File: config.mk
export PLATFORM = sky130hd
export DESIGN_NAME = pd_loop_filter
export DESIGN_NICKNAME = d
export VERILOG_FILES = /design/src/rtl/pll_pkg.sv /design/src/rtl/random_walk.sv /design/src/rtl/pd_loop_filter.sv
export SDC_FILE = /design/constraint.sdc
export NUM_CORES = 1
export LEC_CHECK = 0
export CORE_ASPECT_RATIO = 1.75
export CORE_MARGIN = 1
export CORE_UTILIZATION = 45
export DETAILED_ROUTE_END_ITERATION = 8
export RECOVER_POWER = 100
export SKIP_LAST_GASP = 1
export SYNTH_ARGS = -nofsm -noshare
export SYNTH_HDL_FRONTEND = slang
export SYNTH_HIERARCHICAL = 1
export SYNTH_SLANG_ARGS = --single-unit
File: constraint.sdc
create_clock -name clk_i -period 5.9 [get_ports clk_i]
set_input_delay 1.475 -clock clk_i [delete_from_list [all_inputs] [get_ports clk_i]]
set_output_delay 1.475 -clock clk_i [all_outputs]
set_load 0.01 [all_outputs]
File: src/rtl/pll_pkg.sv
// Shared types, defaults and saturating arithmetic for the PLL loop filter.
package pll_pkg;

  typedef enum logic [1:0] {
    HOLD = 2'd0,
    UP   = 2'd1,
    DN   = 2'd2
  } dir_t;

  localparam int DEF_W           = 16;
  localparam int DEF_N           = 8;
  localparam int DEF_KP          = 4;
  localparam int DEF_KI          = 1;
  localparam int DEF_LOCK_CYCLES = 256;

  // Adds in 33 bits and clamps to the signed range of a w-bit word (w <= 31).
  function automatic logic signed [31:0] sat_add(input logic signed [31:0] a,
                                                 input logic signed [31:0] b,
                                                 input int w);
    logic signed [32:0] sum;
    logic signed [32:0] hi;
    logic signed [32:0] lo;
    sum = 33'(a) + 33'(b);
    hi  = (33'sd1 <<< (w - 1)) - 33'sd1;
    lo  = -(33'sd1 <<< (w - 1));
    if (sum > hi) return hi[31:0];
    if (sum < lo) return lo[31:0];
    return sum[31:0];
  endfunction

endpackage

File: src/rtl/random_walk.sv
// Random-walk counter: N net steps in one direction emit a single inc/dec pulse.
module random_walk
  import pll_pkg::*;
#(
  parameter int N = DEF_N
) (
  input  logic clk_i,
  input  logic reset_i,
  input  logic clear_i,
  input  dir_t dir_i,
  output logic inc_o,
  output logic dec_o
);

  localparam int WW = $clog2(N) + 2;
  localparam logic signed [WW-1:0] WALK_MAX = WW'(N - 1);
  localparam logic signed [WW-1:0] WALK_MIN = -WALK_MAX;
  localparam logic signed [WW-1:0] ONE      = WW'(1);

  logic signed [WW-1:0] walk_q, walk_d;

  // Clear masks the pulses so a coincident overflow never reaches the integrator.
  always_comb begin
    walk_d = walk_q;
    inc_o  = 1'b0;
    dec_o  = 1'b0;
    case (dir_i)
      UP: begin
        if (walk_q == WALK_MAX) begin
          walk_d = '0;
          inc_o  = !clear_i;
        end else begin
          walk_d = walk_q + ONE;
        end
      end
      DN: begin
        if (walk_q == WALK_MIN) begin
          walk_d = '0;
          dec_o  = !clear_i;
        end else begin
          walk_d = walk_q - ONE;
        end
      end
      default: walk_d = walk_q;
    endcase
    if (clear_i) walk_d = '0;
  end

  always_ff @(posedge clk_i or posedge reset_i) begin
    if (reset_i) walk_q <= '0;
    else         walk_q <= walk_d;
  end

endmodule

File: src/rtl/pd_loop_filter.sv
// PLL loop filter: phase-detector events -> random walk -> saturating integrator
// plus proportional term, giving a signed control word and a lock flag.
module pd_loop_filter
  import pll_pkg::*;
#(
  parameter int W           = DEF_W,
  parameter int N           = DEF_N,
  parameter int KP          = DEF_KP,
  parameter int KI          = DEF_KI,
  parameter int LOCK_CYCLES = DEF_LOCK_CYCLES
) (
  input  logic                clk_i,
  input  logic                reset_i,
  input  logic                forwarding_i,
  input  logic                slowing_i,
  input  logic                clear_i,
  output logic signed [W-1:0] ctrl_o,
  output logic                ctrl_valid_o,
  output logic                lock_o
);

  localparam int LCW = $clog2(LOCK_CYCLES + 1);
  localparam logic [LCW-1:0]        LOCK_MAX = LCW'(LOCK_CYCLES);
  localparam logic signed [W-1:0]   KP_W     = W'(KP);

  dir_t                dir_q, dir_d;
  logic signed [W-1:0] integ_q, integ_d;
  logic signed [W-1:0] prop_q, prop_d;
  logic signed [W-1:0] ctrl_q, ctrl_d;
  logic                vld_q, vld_d;
  logic                lock_q, lock_d;
  logic [LCW-1:0]      lock_cnt_q, lock_cnt_d;
  logic                inc, dec, event_hit;

  random_walk #(.N(N)) u_walk (
    .clk_i   (clk_i),
    .reset_i (reset_i),
    .clear_i (clear_i),
    .dir_i   (dir_q),
    .inc_o   (inc),
    .dec_o   (dec)
  );

  // Stage 0: direction decode
  always_comb begin
    dir_d = HOLD;
    if (!clear_i) begin
      if (forwarding_i && !slowing_i)      dir_d = UP;
      else if (slowing_i && !forwarding_i) dir_d = DN;
    end
  end

  // Stage 1: integrator and proportional term, both driven from dir_q
  always_comb begin
    integ_d = integ_q;
    if (inc)      integ_d = W'(sat_add(32'(integ_q), KI, W));
    else if (dec) integ_d = W'(sat_add(32'(integ_q), -KI, W));
    prop_d = '0;
    case (dir_q)
      UP:      prop_d = KP_W;
      DN:      prop_d = -KP_W;
      default: prop_d = '0;
    endcase
    if (clear_i) begin
      integ_d = '0;
      prop_d  = '0;
    end
  end

  // Stage 2: saturated output, change-valid and lock tracking
  always_comb begin
    ctrl_d    = clear_i ? '0 : W'(sat_add(32'(integ_q), 32'(prop_q), W));
    vld_d     = (ctrl_d != ctrl_q);
    event_hit = clear_i || inc || dec;
    if (event_hit)                  lock_cnt_d = '0;
    else if (lock_cnt_q == LOCK_MAX) lock_cnt_d = lock_cnt_q;
    else                             lock_cnt_d = lock_cnt_q + LCW'(1);
    lock_d = !event_hit && (lock_cnt_q == LOCK_MAX);
  end

  always_ff @(posedge clk_i or posedge reset_i) begin
    if (reset_i) begin
      dir_q      <= HOLD;
      integ_q    <= '0;
      prop_q     <= '0;
      ctrl_q     <= '0;
      vld_q      <= 1'b0;
      lock_q     <= 1'b0;
      lock_cnt_q <= '0;
    end else begin
      dir_q      <= dir_d;
      integ_q    <= integ_d;
      prop_q     <= prop_d;
      ctrl_q     <= ctrl_d;
      vld_q      <= vld_d;
      lock_q     <= lock_d;
      lock_cnt_q <= lock_cnt_d;
    end
  end

  assign ctrl_o       = ctrl_q;
  assign ctrl_valid_o = vld_q;
  assign lock_o       = lock_q;

endmodule

==> impl_metrics.sql <==
INSERT INTO impl_metrics (metric_group, metric, value, unit) VALUES
('run_status', 'outcome', 'complete, but fails checks', ''),
('run_status', 'violations_in_the_final_reports', 'max-capacitance violations, max-slew violations', ''),
('power', 'peakVddDrop', '136', 'uV'),
('power', 'switching_portion_of_total_power', '28.0', '%'),
('grt', 'overflow', '0', ''),
('hold_path', 'class_of_the_tightest_hold_or_removal_check', 'register to register', ''),
('synth', 'yosysSeqAreaShare', '28.1', '%'),
('floorplanning', 'core_area', '0.00997', 'sq mm'),
('synth', 'asyncSetResetFlopFracSynth', '100', '%'),
('sta', 'max_slew_margin', '-25.5', '%'),
('sta', 'hold-worst-slack', '563', 'ps'),
('sta', 'timing.final.crit_period', '5200', 'ps'),
('floorplanning', 'chipHeight', '136', 'um'),
('sta', 'setup_viol_count_final', '0', ''),
('synth', 'synth.yosys.warnings', '6', ''),
('detailed_routing', 'via_per_inst', '6.47', ''),
('synth', 'postSynthAreaPerCell', '8.05', 'sq um'),
('setup_path', 'endpoint_kind', 'register', ''),
('clock_tree', 'cts_post_setup_buffers_inserted', '0', ''),
('clock_tree', 'clk-insertion-delay-late', '310', 'ps'),
('detailed_routing', 'via_count', '4555', ''),
('placement', 'numPortBuffers', '22', ''),
('clock_tree', 'cts.reportedPaths.clkPinSlew', '80', 'ps'),
('placement', 'globalplace.congestion', '0.939', ''),
('sta', 'clock_skews', '13.4', 'ps'),
('power', 'pwr-share-clk', '39.6', '%'),
('floorplanning', 'die_width', '78.7', 'um'),
('sta', 'maxClockFrequency', '192', 'MHz'),
('synth', 'syn-num-nets', '606', ''),
('placement', 'detailed_place_hpwl', '10.6', 'mm'),
('sta', 'drv_slew', '48', ''),
('detailed_routing', 'routedWlPerCell', '19.4', 'um'),
('clock_tree', 'ctsRootBufferMaster', 'sky130_fd_sc_hd__clkbuf_16', ''),
('power', 'comb_power_share', '11.6', '%'),
('final_layout', 'finalNetCount', '608', ''),
('power', 'pwr_dens', '154', 'mW/mm^2'),
('setup_path', 'cp_slowest_stage_delay', '790', 'ps'),
('final_layout', 'post_route_cells_drive_above_1_share', '4.66', '%'),
('power', 'seq_power_share', '48.7', '%'),
('synth', 'post_synth_instance_area', '0.00464', 'sq mm'),
('setup_path', 'critPathMostFrequentCell', 'sky130_fd_sc_hd__clkbuf_1', ''),
('grt', 'largest_net_degree_at_the_start_of_global_routing', '48', ''),
('floorplanning', 'floorplan.initialDensity', '46.5', '%'),
('sta', 'finalHoldViolCount', '0', ''),
('sta', 'rsz0062_at_grt', 'false', ''),
('floorplanning', 'placementRows', '48', ''),
('sta', 'period_share', '88.1', '%'),
('setup_path', 'cp_slowest_cell', 'sky130_fd_sc_hd__nor4b_1', ''),
('clock_tree', 'ctsHtreeMaxLevel', '2', ''),
('synth', 'synth_top_flop_cell', 'sky130_fd_sc_hd__dfrtp_1', ''),
('floorplanning', 'fp.dieArea', '0.0107', 'sq mm'),
('final_layout', 'flow.area_growth_from_synthesis', '8.77', '%'),
('final_layout', 'layout.cells.most_common_list', '52 x sky130_fd_sc_hd__dfrtp_1, 48 x sky130_fd_sc_hd__nor2_1, 48 x sky130_fd_sc_hd__nand2_1', ''),
('power', 'leakagePower', '0.00218', 'uW'),
('grt', 'via_count_of_the_first_global_routing_pass', '4560', ''),
('detailed_routing', 'dr.pass1.iters', '5', ''),
('setup_path', 'crit_fanout', '20', ''),
('setup_path', 'critPathArrivalTime', '5400', 'ps'),
('synth', 'number_of_enable_flip_flop_cells_after_synthesis', '0', ''),
('synth', 'synth-seq-cells', '52', ''),
('sta', 'finalSetupTns', '0', 'ps'),
('placement', 'placement.cell_area', '0.00493', 'sq mm'),
('final_layout', 'final_common_cell', 'sky130_fd_sc_hd__dfrtp_1', ''),
('grt', 'globalRouteTotalUtil', '26.6', '%'),
('setup_path', 'cp.required', '6100', 'ps'),
('setup_path', 'timing.critical_path.cells', 'dlygate4sd3_1, clkbuf_1, clkbuf_1, nor4b_1, clkbuf_1, and2_0, a31oi_1, a21o_1, a22o_1', ''),
('clock_tree', 'clk_path_buf_depth', '2', ''),
('clock_tree', 'post_cts_resized', '0', ''),
('detailed_routing', 'drt_wl_total', '13.6', 'mm'),
('final_layout', 'postLayoutCellArea', '0.00504', 'sq mm'),
('job', 'cap_viol_max_count', '1', '');
## cell families after synthesis
kind of cell    share of synthesized area [%]
simple gates                             24.8
fa+ha+maj                                7.55
buf+inv                                  5.31
mux                                      1.65
flops                                    28.1
compound gates                           25.9
xor+xnor                                 6.80
## state kept, by name (all words and copies together) (netlist names)
register	count
dir_q	2
ctrl_o	16
lock_o	1
lock_cnt_q	9
prop_q	2
u_walk/walk_q	5
ctrl_valid_o	1
integ_q	16
## routing by layer
layer / routed length (um) / up-vias / GRT usage (%)
li1: - / 2137 / -
met1: 4920 / 2184 / 25.8
met2: 7330 / 169 / 50.1
met3: 470 / 65 / 2.42
met4: 920 / 0 / 21.2
met5: 0 / - / 0
## power groups by stage
stage / combinational [uW] / clock, uW / sequential (uW)
floorplan: 65.4 / 0 / 382
global placement: 90.9 / 0 / 387
detailed placement: 92.5 / 0 / 387
CTS: 93.5 / 315 / 380
global route: 101 / 325 / 381
finish: 90.5 / 308 / 379
## cells in the mapped netlist (5+ instances only)
cell	n	share of area (%)
sky130_fd_sc_hd__a211oi_1	9	1.5
sky130_fd_sc_hd__a21o_1	12	1.9
sky130_fd_sc_hd__a21oi_1	24	2.6
sky130_fd_sc_hd__a22o_1	5	0.94
sky130_fd_sc_hd__a31oi_1	10	1.3
sky130_fd_sc_hd__and2_1	5	0.67
sky130_fd_sc_hd__and3_1	5	0.67
sky130_fd_sc_hd__clkbuf_1	29	2.3
sky130_fd_sc_hd__dfrtp_1	52	28
sky130_fd_sc_hd__ha_1	24	6.5
sky130_fd_sc_hd__inv_1	24	1.9
sky130_fd_sc_hd__mux2i_1	5	1.1
sky130_fd_sc_hd__nand2_1	48	3.9
sky130_fd_sc_hd__nand2b_1	6	0.81
sky130_fd_sc_hd__nand3_1	22	2.4
sky130_fd_sc_hd__nand3b_1	6	0.97
sky130_fd_sc_hd__nand4_1	7	0.94
sky130_fd_sc_hd__nor2_1	48	3.9
sky130_fd_sc_hd__nor3_1	17	1.8
sky130_fd_sc_hd__nor4_1	9	1.2
sky130_fd_sc_hd__nor4b_1	5	0.94
sky130_fd_sc_hd__o211ai_1	5	0.81
sky130_fd_sc_hd__o21ai_0	45	4.9
sky130_fd_sc_hd__o31ai_1	6	0.97
sky130_fd_sc_hd__or2_2	6	0.81
sky130_fd_sc_hd__or3_1	9	1.2
sky130_fd_sc_hd__or4_1	5	0.81
sky130_fd_sc_hd__xnor2_1	13	2.5
sky130_fd_sc_hd__xor2_1	23	4.3
## metrics by stage
stage / worst slack, ps / util [%] / instances / power (uW)
6_report: 704 / 50.6 / 704 / 778
5_1_grt: 500 / 50.6 / 704 / 807
4_1_cts: 1150 / 50.9 / 704 / 788
3_5_place_dp: 1180 / 49.4 / 696 / 479
3_3_place_gp: 1220 / 49.4 / 696 / 478
2_1_floorplan: 1730 / - / 576 / 448
## final timing paths
path,from,end,slack (ps),cells past startpoint
worst max register to register,integ_q[2],ctrl_valid_o,1080,12
min in group asynchronous,reset_i,u_walk/walk_q[2],1530,2
worst min-delay path,lock_cnt_q[8],lock_cnt_q[8],560,2
worst max-delay path,clear_i,integ_q[14],700,9
max in group asynchronous,reset_i,ctrl_o[8],2560,2
worst min register to register,lock_cnt_q[8],lock_cnt_q[8],560,2
## area by class of cell
| cell class | count | area [sq um] |
|---|---|---|
| fillers | 1016 | 4920 |
| clock buffers | 5 | 125 |
| flip-flops and latches | 52 | 1300 |
| multi-input cells | 464 | 3080 |
| inverters | 24 | 90.1 |
| clock inverters | 3 | 21.3 |
| well taps | 125 | 156 |
| repair buffers | 31 | 269 |
## worst max-delay path, delay by kind of cell
kind            cells  cell delay [ps]
simple gates        2             1550
compound gates      3              670
buf+inv             4             1680
Note: power is estimated with default switching activity, not from simulation.
